===== src/rtl/cache_line_fill_engine_pkg.sv =====
// Shared types and constants for the cache line fill engine.
// Build option: CRIT_WORD_FIRST_EN selects critical-word-first WRAP bursts.
package kuuga_fill_pkg;

  typedef enum logic [1:0] {
    IDLE,
    ADDR,
    DATA,
    RESP
  } fill_state_t;

  localparam logic [1:0] AXI_BURST_INCR = 2'b01;
  localparam logic [1:0] AXI_BURST_WRAP = 2'b10;
  localparam logic [1:0] AXI_RESP_OKAY  = 2'b00;

  // Clear the low lsb bits of an address.
  function automatic logic [63:0] line_align(
    input logic [63:0] addr,
    input int unsigned lsb
  );
    return (addr >> lsb) << lsb;
  endfunction

endpackage


===== src/rtl/cache_line_fill_engine_if.sv =====
// Cache-side miss/fill handshake plus the AXI4 read channels.
// Build option: CRIT_WORD_FIRST_EN adds the critical-word strobe.
interface cache_line_fill_engine_if #(
  parameter int ADDR_W     = 32,
  parameter int DATA_W     = 32,
  parameter int LINE_WORDS = 4
);

  logic                         miss_valid;
  logic                         miss_ready;
  logic [ADDR_W-1:0]            miss_addr;
  logic                         fill_valid;
  logic                         fill_ready;
  logic [ADDR_W-1:0]            fill_addr;
  logic [LINE_WORDS*DATA_W-1:0] fill_data;
  logic                         fill_err;
  logic                         m_axi_arvalid;
  logic                         m_axi_arready;
  logic [ADDR_W-1:0]            m_axi_araddr;
  logic [7:0]                   m_axi_arlen;
  logic [2:0]                   m_axi_arsize;
  logic [1:0]                   m_axi_arburst;
  logic                         m_axi_rvalid;
  logic                         m_axi_rready;
  logic [DATA_W-1:0]            m_axi_rdata;
  logic [1:0]                   m_axi_rresp;
  logic                         m_axi_rlast;
`ifdef CRIT_WORD_FIRST_EN
  logic                         crit_valid;
  logic [DATA_W-1:0]            crit_data;
`endif

  // Engine view.
  modport master (
    input  miss_valid, miss_addr, fill_ready,
    output miss_ready,
    output fill_valid, fill_addr, fill_data, fill_err,
    output m_axi_arvalid, m_axi_araddr, m_axi_arlen,
    output m_axi_arsize, m_axi_arburst,
    input  m_axi_arready,
    input  m_axi_rvalid, m_axi_rdata, m_axi_rresp,
    input  m_axi_rlast,
`ifdef CRIT_WORD_FIRST_EN
    output crit_valid, crit_data,
`endif
    output m_axi_rready
  );

  // Cache and memory view.
  modport slave (
    output miss_valid, miss_addr, fill_ready,
    input  miss_ready,
    input  fill_valid, fill_addr, fill_data, fill_err,
    input  m_axi_arvalid, m_axi_araddr, m_axi_arlen,
    input  m_axi_arsize, m_axi_arburst,
    output m_axi_arready,
    output m_axi_rvalid, m_axi_rdata, m_axi_rresp,
    output m_axi_rlast,
`ifdef CRIT_WORD_FIRST_EN
    input  crit_valid, crit_data,
`endif
    input  m_axi_rready
  );

endinterface


===== src/rtl/cache_line_fill_engine_line_buffer.sv =====
// Line assembly buffer: one register per word, indexed write.
// Cleared on reset and at the start of every fill.
module fill_line_buffer #(
  parameter int LINE_WORDS = 4,
  parameter int DATA_W     = 32
) (
  input  logic                          clk,
  input  logic                          rst_n,
  input  logic                          clr,
  input  logic                          we,
  input  logic [$clog2(LINE_WORDS)-1:0] idx,
  input  logic [DATA_W-1:0]             wdata,
  output logic [LINE_WORDS*DATA_W-1:0]  line
);

  logic [DATA_W-1:0] mem [LINE_WORDS];

  // Word storage; clear wins over write.
  always_ff @(posedge clk or negedge rst_n) begin
    if (!rst_n) begin
      for (int i = 0; i < LINE_WORDS; i++)
        mem[i] <= '0;
    end else if (clr) begin
      for (int i = 0; i < LINE_WORDS; i++)
        mem[i] <= '0;
    end else if (we) begin
      mem[idx] <= wdata;
    end
  end

  for (genvar g = 0; g < LINE_WORDS; g++) begin : g_flat
    assign line[g*DATA_W +: DATA_W] = mem[g];
  end

endmodule


===== src/rtl/cache_line_fill_engine.sv =====
// One-miss line fill engine: cache miss -> AXI4 read burst -> line.
// Build option: CRIT_WORD_FIRST_EN (WRAP burst, critical word first).
module cache_line_fill_engine
  import kuuga_fill_pkg::*;
#(
  parameter int ADDR_W     = 32,
  parameter int DATA_W     = 32,
  parameter int LINE_WORDS = 4
) (
  input logic clk,
  input logic rst_n,
  cache_line_fill_engine_if.master bus
);

  localparam int CNT_W = $clog2(LINE_WORDS);
  localparam int WB    = $clog2(DATA_W / 8);
  localparam int LSB   = WB + CNT_W;

  fill_state_t       state;
  logic [ADDR_W-1:0] addr_q;
  logic [CNT_W-1:0]  cnt;
  logic              err;
  logic              miss_ready_q;
  logic              arvalid_q;
  logic              rready_q;
  logic              fill_valid_q;
  logic              accept;
  logic              beat;
  logic              last;
  logic [CNT_W-1:0]  wr_idx;
  logic [ADDR_W-1:0] line_addr;

  assign accept = miss_ready_q && bus.miss_valid;
  assign beat   = (state == DATA) && rready_q
                  && bus.m_axi_rvalid;
  assign last   = (cnt == CNT_W'(LINE_WORDS - 1));

  assign line_addr =
    ADDR_W'(line_align(64'(addr_q), LSB));

`ifdef CRIT_WORD_FIRST_EN
  logic              crit_valid_q;
  logic [DATA_W-1:0] crit_data_q;

  assign wr_idx = cnt + addr_q[WB +: CNT_W];
  assign bus.m_axi_araddr =
    ADDR_W'(line_align(64'(addr_q), WB));
  assign bus.m_axi_arburst = AXI_BURST_WRAP;
  assign bus.crit_valid    = crit_valid_q;
  assign bus.crit_data     = crit_data_q;
`else
  assign wr_idx = cnt;
  assign bus.m_axi_araddr  = line_addr;
  assign bus.m_axi_arburst = AXI_BURST_INCR;
`endif

  assign bus.m_axi_arlen  = 8'(LINE_WORDS - 1);
  assign bus.m_axi_arsize = 3'(WB);
  assign bus.m_axi_arvalid = arvalid_q;
  assign bus.m_axi_rready  = rready_q;
  assign bus.miss_ready    = miss_ready_q;
  assign bus.fill_valid    = fill_valid_q;
  assign bus.fill_addr     = line_addr;
  assign bus.fill_err      = err;

  fill_line_buffer #(
    .LINE_WORDS (LINE_WORDS),
    .DATA_W     (DATA_W)
  ) u_buf (
    .clk   (clk),
    .rst_n (rst_n),
    .clr   (accept),
    .we    (beat),
    .idx   (wr_idx),
    .wdata (bus.m_axi_rdata),
    .line  (bus.fill_data)
  );

  // Fill sequencer with registered handshake outputs.
  always_ff @(posedge clk or negedge rst_n) begin
    if (!rst_n) begin
      state        <= IDLE;
      addr_q       <= '0;
      cnt          <= '0;
      err          <= 1'b0;
      miss_ready_q <= 1'b0;
      arvalid_q    <= 1'b0;
      rready_q     <= 1'b0;
      fill_valid_q <= 1'b0;
`ifdef CRIT_WORD_FIRST_EN
      crit_valid_q <= 1'b0;
      crit_data_q  <= '0;
`endif
    end else begin
`ifdef CRIT_WORD_FIRST_EN
      crit_valid_q <= 1'b0;
`endif
      unique case (state)
        IDLE: begin
          if (accept) begin
            addr_q       <= bus.miss_addr;
            miss_ready_q <= 1'b0;
            arvalid_q    <= 1'b1;
            state        <= ADDR;
          end else begin
            miss_ready_q <= 1'b1;
          end
        end
        ADDR: begin
          if (bus.m_axi_arready) begin
            arvalid_q <= 1'b0;
            rready_q  <= 1'b1;
            state     <= DATA;
          end
        end
        DATA: begin
          if (beat) begin
            cnt <= cnt + 1'b1;
            if (bus.m_axi_rresp != AXI_RESP_OKAY)
              err <= 1'b1;
`ifdef CRIT_WORD_FIRST_EN
            if (cnt == '0) begin
              crit_valid_q <= 1'b1;
              crit_data_q  <= bus.m_axi_rdata;
            end
`endif
            // Leave on the last beat or an early RLAST;
            // any RLAST disagreement marks the fill bad.
            if (last || bus.m_axi_rlast) begin
              if (last != bus.m_axi_rlast)
                err <= 1'b1;
              rready_q     <= 1'b0;
              fill_valid_q <= 1'b1;
              state        <= RESP;
            end
          end
        end
        RESP: begin
          if (bus.fill_ready) begin
            fill_valid_q <= 1'b0;
            err          <= 1'b0;
            cnt          <= '0;
            miss_ready_q <= 1'b1;
            state        <= IDLE;
          end
        end
        default: state <= IDLE;
      endcase
    end
  end

endmodule


===== src/flat_wrapper.sv =====
// flat-port wrapper written by rule: the top's interface ports become plain ports
module cache_line_fill_engine_flat import kuuga_fill_pkg::*;
#(
  parameter int ADDR_W     = 32,
  parameter int DATA_W     = 32,
  parameter int LINE_WORDS = 4
)
  (clk, rst_n, bus_miss_valid, bus_miss_addr, bus_fill_ready, bus_miss_ready, bus_fill_valid, bus_fill_addr, bus_fill_data, bus_fill_err, bus_m_axi_arvalid, bus_m_axi_araddr, bus_m_axi_arlen, bus_m_axi_arsize, bus_m_axi_arburst, bus_m_axi_arready, bus_m_axi_rvalid, bus_m_axi_rdata, bus_m_axi_rresp, bus_m_axi_rlast, bus_m_axi_rready);
  cache_line_fill_engine_if #(.ADDR_W(ADDR_W), .DATA_W(DATA_W), .LINE_WORDS(LINE_WORDS)) bus_i ();
  input logic clk;
  input logic rst_n;
  input wire logic [$bits(bus_i.miss_valid)-1:0] bus_miss_valid;
  input wire logic [$bits(bus_i.miss_addr)-1:0] bus_miss_addr;
  input wire logic [$bits(bus_i.fill_ready)-1:0] bus_fill_ready;
  output wire logic [$bits(bus_i.miss_ready)-1:0] bus_miss_ready;
  output wire logic [$bits(bus_i.fill_valid)-1:0] bus_fill_valid;
  output wire logic [$bits(bus_i.fill_addr)-1:0] bus_fill_addr;
  output wire logic [$bits(bus_i.fill_data)-1:0] bus_fill_data;
  output wire logic [$bits(bus_i.fill_err)-1:0] bus_fill_err;
  output wire logic [$bits(bus_i.m_axi_arvalid)-1:0] bus_m_axi_arvalid;
  output wire logic [$bits(bus_i.m_axi_araddr)-1:0] bus_m_axi_araddr;
  output wire logic [$bits(bus_i.m_axi_arlen)-1:0] bus_m_axi_arlen;
  output wire logic [$bits(bus_i.m_axi_arsize)-1:0] bus_m_axi_arsize;
  output wire logic [$bits(bus_i.m_axi_arburst)-1:0] bus_m_axi_arburst;
  input wire logic [$bits(bus_i.m_axi_arready)-1:0] bus_m_axi_arready;
  input wire logic [$bits(bus_i.m_axi_rvalid)-1:0] bus_m_axi_rvalid;
  input wire logic [$bits(bus_i.m_axi_rdata)-1:0] bus_m_axi_rdata;
  input wire logic [$bits(bus_i.m_axi_rresp)-1:0] bus_m_axi_rresp;
  input wire logic [$bits(bus_i.m_axi_rlast)-1:0] bus_m_axi_rlast;
  output wire logic [$bits(bus_i.m_axi_rready)-1:0] bus_m_axi_rready;
  assign bus_i.miss_valid = bus_miss_valid;
  assign bus_i.miss_addr = bus_miss_addr;
  assign bus_i.fill_ready = bus_fill_ready;
  assign bus_miss_ready = bus_i.miss_ready;
  assign bus_fill_valid = bus_i.fill_valid;
  assign bus_fill_addr = bus_i.fill_addr;
  assign bus_fill_data = bus_i.fill_data;
  assign bus_fill_err = bus_i.fill_err;
  assign bus_m_axi_arvalid = bus_i.m_axi_arvalid;
  assign bus_m_axi_araddr = bus_i.m_axi_araddr;
  assign bus_m_axi_arlen = bus_i.m_axi_arlen;
  assign bus_m_axi_arsize = bus_i.m_axi_arsize;
  assign bus_m_axi_arburst = bus_i.m_axi_arburst;
  assign bus_i.m_axi_arready = bus_m_axi_arready;
  assign bus_i.m_axi_rvalid = bus_m_axi_rvalid;
  assign bus_i.m_axi_rdata = bus_m_axi_rdata;
  assign bus_i.m_axi_rresp = bus_m_axi_rresp;
  assign bus_i.m_axi_rlast = bus_m_axi_rlast;
  assign bus_m_axi_rready = bus_i.m_axi_rready;
  cache_line_fill_engine #(.ADDR_W(ADDR_W), .DATA_W(DATA_W), .LINE_WORDS(LINE_WORDS)) u_core (.clk(clk), .rst_n(rst_n), .bus(bus_i));
endmodule

===== config.mk =====
export PLATFORM = sky130hd
export DESIGN_NAME = cache_line_fill_engine_flat
export DESIGN_NICKNAME = d
export VERILOG_FILES = /design/src/rtl/cache_line_fill_engine_pkg.sv /design/src/rtl/cache_line_fill_engine_if.sv /design/src/rtl/cache_line_fill_engine_line_buffer.sv /design/src/rtl/cache_line_fill_engine.sv /design/src/flat_wrapper.sv
export SDC_FILE = /design/constraint.sdc
export NUM_CORES = 1
export LEC_CHECK = 0
export ABC_AREA = 0
export CAP_MARGIN = 30
export CORE_ASPECT_RATIO = 0.5
export CORE_MARGIN = 3
export CORE_UTILIZATION = 48
export CTS_BUF_LIST = sky130_fd_sc_hd__clkbuf_8 sky130_fd_sc_hd__clkbuf_16
export DETAILED_ROUTE_END_ITERATION = 7
export HOLD_SLACK_MARGIN = 0.15
export PLACE_DENSITY = 0.86
export SYNTH_ARGS = -nofsm -noshare
export SYNTH_HDL_FRONTEND = slang
export SYNTH_SLANG_ARGS = --single-unit

===== constraint.sdc =====
create_clock -name clk -period 2.9 [get_ports clk]
set_clock_uncertainty 0.2 [all_clocks]
set_input_delay 0.435 -clock clk [delete_from_list [all_inputs] [get_ports clk]]
set_output_delay 0.435 -clock clk [all_outputs]
set_load 0.005 [all_outputs]

Yosys cells after proc, flatten, opt, wreduce, memory -nomap -nowiden:

Cells that the tools add are included.

* register bits: 169
* input port bits: 73
* output and inout bits: 210
* word-level logic and storage cells: 77

* add/sub/neg operators: 1
* magnitude comparators: 2
* eq/ne operators: 10
* multiplexer cells: 32
* bitwise logic cells: 1
* reductions and logical operators: 19

Operator list (number)
* $mux W128: 2
* $bwmux W128: 1
* $demux W32 S2: 1
* $mux W32: 1
* $mux W1: 14
* $mux W2: 6
* $reduce_bool A2 Y1: 6
* $pmux W1 S2: 5
* $pmux W2 S4: 1
* $reduce_and A4 Y1: 2
* $eq A2 B2 Y1 const B: 3
* $ne A2 B2 Y1 const B: 3
* $reduce_and A3 Y1: 2
* $reduce_and A5 Y1: 1
* $logic_and A1 B1 Y1: 4
* $ne A2 B1 Y1 const B: 2
* $pmux W2 S2: 1
* $reduce_and A2 Y1: 2
* $ge A3 B3 Y1 const B: 1
* $lt A3 B1 Y1 const B: 1
* $not A2 Y3: 1
* $add A2 B1 Y2 const B: 1
* $eq A2 B1 Y1 const B: 1
* $logic_not A2 Y1: 1
* 2 further kinds: 2

Longest topological paths before layout:

* depth after elaboration: 8
* depth in mapped cells: 9
* gate-level depth less buffers: 7

Cells and area by module:

Synthesis repeated with hierarchy kept, for this count alone.

* cell total of the unflattened synthesis: 625
* area total of the unflattened synthesis: 7676.1 um^2

By module, submodules not included
* fill_line_buffer: times used 1, cells an instance 452, area each 5680.4 um^2, sequential area each 3203.1 um^2
* cache_line_fill_engine: times used 1, cells an instance 173, area each 1995.7 um^2, sequential area each 925.9 um^2

Worst setup path before layout:

No wires, ideal clock.

* path type: register to register
* from: register u_core.cnt[0]
* to: register u_core.state[1]
* library setup time: 125 ps
* arrival time: 1629 ps
* data required time: 2575 ps
* path slack: 947 ps
* stages on the path, launching flop included: 7
* path buffers: 0
* clock period less this slack: 1953 ps
* path through: dfrtp_1 -> ha_1 -> inv_1 -> ha_1 -> o21a_1 -> a211oi_1 -> mux2_2

* word-level cells in the longest chain between the ends: 4

RTL lines
* from (decl): line cache_line_fill_engine.sv:21 `logic [CNT_W-1:0] cnt;`
* from (signal assigned): line cache_line_fill_engine.sv:118 `cnt <= cnt + 1'b1;`
* $eq A2 B2 Y1: line cache_line_fill_engine.sv:36 `assign last = (cnt == CNT_W'(LINE_WORDS - 1));`
* $logic_or A1 B1 Y1: line cache_line_fill_engine.sv:129 `if (last || bus.m_axi_rlast) begin`
* $ne A2 B2 Y1 (no source line)
* $reduce_and A5 Y1 (no source line)
* to (signal assigned): line cache_line_fill_engine.sv:134 `state <= RESP;`
* to (signal assigned): line cache_line_fill_engine.sv:144 `state <= IDLE;`
* to (signal assigned): line cache_line_fill_engine.sv:147 `default: state <= IDLE;`
* to (decl): line cache_line_fill_engine.sv:19 `fill_state_t state;`

Every way passes these cells.
A chain may end at the register's enable or synchronous reset.

Worst setup path after layout:

* from: register u_core.state[0]
* to: register u_core.u_buf.mem, in the netlist u_core.u_buf.line[70]

* word-level cells in the longest chain between the ends: 4

RTL lines
* from (signal assigned): line cache_line_fill_engine.sv:82 `state <= IDLE;`
* from (signal assigned): line cache_line_fill_engine.sv:104 `state <= ADDR;`
* from (signal assigned): line cache_line_fill_engine.sv:113 `state <= DATA;`
* $eq A2 B2 Y1: line cache_line_fill_engine.sv:34 `assign beat = (state == DATA) && rready_q`
* $logic_and A1 B1 Y1: line cache_line_fill_engine.sv:34
* $logic_and A1 B1 Y1: line cache_line_fill_engine.sv:35 `&& bus.m_axi_rvalid;`
* $reduce_bool A2 Y1 (no source line)
* to (signal, indexed assignment): line cache_line_fill_engine_line_buffer.sv:27 `mem[idx] <= wdata;`
* to (decl): line cache_line_fill_engine_line_buffer.sv:16 `logic [DATA_W-1:0] mem [LINE_WORDS];`

Every way passes these cells.

==> flow_summary.json <==
{
  "min_from": "u_core.bus.m_axi_arvalid",
  "cp-end-kind": "flop",
  "cap_violations": 0,
  "initial_core_util_pct": 50.3,
  "grt_pass1_vias": 6139,
  "crit_fanout": 22,
  "required_ns": 2.95,
  "num_antenna_cells": 0,
  "avgSynthCellArea_sq_um": 10.1,
  "ir_worst_vdd_v": 0.000609,
  "grt_overflow": 0,
  "max_slew_margin_pct": 49.2,
  "cts_max_level": 4,
  "hold_violations": 0,
  "outcome": "completed",
  "antenna_left": 0,
  "clk_pin_slew_ns": 0.06,
  "pin_count": 283,
  "fmax_ghz": 0.450,
  "chipWidth_microns": 182,
  "antenna_found_initial": 0,
  "route.vias.total": 5999,
  "avgRoutedWirePerCell_microns": 18.0,
  "crit_type": "flop to flop",
  "powerDensity_nw_per_um2": 799,
  "crit_path_cell_trace": "inv_1, ha_1, and3_4, nand2_1, buf_12, nand2_1, a21oi_2",
  "start_kind": "flop",
  "gp_congestion": 0.830,
  "path_buf_inv": 2,
  "grt_pass1_wl_microns": 33300,
  "ys_seq_area_share_pct": 55.4,
  "area_growth_syn_to_layout_pct": 38.5,
  "tns_ns": 0,
  "cp_slowest_cell": "dfrtp_1",
  "cts-root-buf": "clkbuf_16",
  "power_mw": 8.24,
  "arrival_ns": 2.27,
  "synth.distinct_cells": 30,
  "worst_path_largest_cell_delay_ns": 0.42,
  "post-dp-hpwl_microns": 14400,
  "netlist_area_sq_um": 7450,
  "crit_cells": 7,
  "p_leak_nw": 4.24,
  "grt_max_degree": 131,
  "rows": 31,
  "post-cts-setup-buffer-count": 0,
  "portBuffers": 257,
  "synth_top_area_share_pct": 55.4,
  "max_slew.worst_pin.slew_ns": 0.763,
  "drc": 0,
  "cts_resized": 0,
  "r2r_cells": 7,
  "setup_violations": 0,
  "track_usage_pct": 24.5,
  "synth_ff_type": "dfrtp_1",
  "critPathMostFrequentCell": "nand2_1",
  "cts_buffer_depth": 2,
  "crit_start": "u_core.state[0]",
  "wirelength_microns": 20900,
  "clock_sinks": 165,
  "hold_class": "flop to flop",
  "synthArstFlopShare_pct": 100,
  "via_per_inst": 5.17,
  "ys_ff_latch": 165,
  "crit_family": "simple AND/OR/NAND/NOR gates",
  "fin_crit_sh_pct": 76.6,
  "synth_largest_area_cell": "dfrtp_1",
  "firstDrtPassIters": 6,
  "synth.area.top_cells": "dfrtp_1, nand2_1, a21oi_2",
  "yosysWarnings": 0,
  "final_nets": 1032,
  "tritoncts": "yes",
  "drive_above_1_share_pct": 13.7,
  "synth-edff-count": 0,
  "die_y_microns": 94.1,
  "syn_inst": 739,
  "rr_startpoint": "u_core.state[0]",
  "cts_buffers": 17,
  "holdBufCountCts": 1,
  "core_area_sq_um": 14800,
  "fin_crit_ns": 2.22,
  "grt_setup_unrepaired": "false",
  "drt_first_iter_violations": 494,
  "slew_violations": 0,
  "min_path_cells": 2,
  "die_area_sq_um": 17100,
  "clk_latency_ns": 0.41
}
[metal layers]
layer / vias up / global-route usage, % / wire (microns)
met5: - / 0 / 0
met4: 0 / 9.12 / 645
met3: 50 / 3.91 / 1330
met2: 268 / 43.4 / 10800
met1: 2945 / 30.6 / 8160
li1: 2736 / - / -
[sequential cells by signal (all words and copies together) (netlist names)]
| signal | flops |
|---|---|
| u_core.u_buf.line | 128 |
| u_core.addr_q | 28 |
| u_core.cnt | 2 |
| u_core.state | 2 |
| u_core.bus.fill_err | 1 |
| u_core.bus.fill_valid | 1 |
| u_core.bus.m_axi_arvalid | 1 |
| u_core.bus.m_axi_rready | 1 |
| u_core.bus.miss_ready | 1 |
[report_power, final]
part / switching [mW] / internal [mW]
combinational: 1.23 / 1.67
sequential: 0.347 / 2.79
clock: 0.949 / 1.24
[cell usage in the layout, fill, tap and decap left out, types with 10 or more instances in the layout]
master and instances:
a21oi_1 72, a21oi_2 60, clkbuf_16 17, clkdlybuf4s50_1 256, conb_1 21, dfrtp_1 165, inv_1 10, mux2_2 20
nand2_1 264
[area by class of cell]
type,instances,area (sq um)
sequential,165,4130
inverter,9,33.8
fill,1038,4500
clock buffer,19,453
clock inverter,13,125
timing repair buffer,268,2710
multi-input combinational,489,2620
tap,198,248
[cell usage after synthesis (2+ instances only)]
cell,number
a21oi_1,72
a21oi_2,60
and2_1,2
and2_4,2
buf_12,8
buf_2,22
buf_4,52
buf_6,3
clkbuf_1,9
conb_1,2
dfrtp_1,165
ha_1,9
inv_1,9
mux2_1,9
mux2_2,20
nand2_1,264
nand2_2,5
nor2_1,4
o21ai_0,9
o2bb2ai_1,3
[metrics by stage]
stage                     cell area, sq um  utilization [%]  hold WS [ns]  setup slack [ns]  std cells
after floorplan                       7520                -       -0.0606             0.947        758
after global placement                9730             65.7         0.285             0.546       1128
after detailed placement              9730             65.7         0.291             0.518       1128
after CTS                            10300             69.6         0.320             0.686       1161
after global routing                 10300             69.6         0.346             0.520       1161
final                                10300             69.6         0.317             0.678       1161
[path summary, 6_finish.rpt]
path,to,slack (ns)
hold reg to reg,u_core.bus.m_axi_arvalid,0.32
setup reg to reg,u_core.u_buf.line[70],0.68
min in group asynchronous,u_core.addr_q[4],0.45
hold / removal,u_core.bus.m_axi_arvalid,0.32
max in group asynchronous,u_core.u_buf.line[18],1.33
setup / recovery,u_core.u_buf.line[70],0.68
[worst min-delay path, delay by kind of cell, from the launching register on]
family,cells,cell delay (ns)
flip-flops,1,0.36
AO/OA/AOI/OAI,1,0.06
AND/OR/NAND/NOR,1,0.05
[kinds of logic after synthesis]
group | after synthesis | share of synthesized area (%)
AOI/OAI and AO/OA | 149 | 13.4
xor gates and xnor gates | 1 | 0.118
adders and majority gates | 9 | 1.51
buffers and inverters | 104 | 10.4
DFF | 165 | 55.4
muxes | 29 | 4.38
other | 2 | 0.101
and+or+nand+nor | 280 | 14.6
Note: power is estimated with default switching activity, not from simulation.
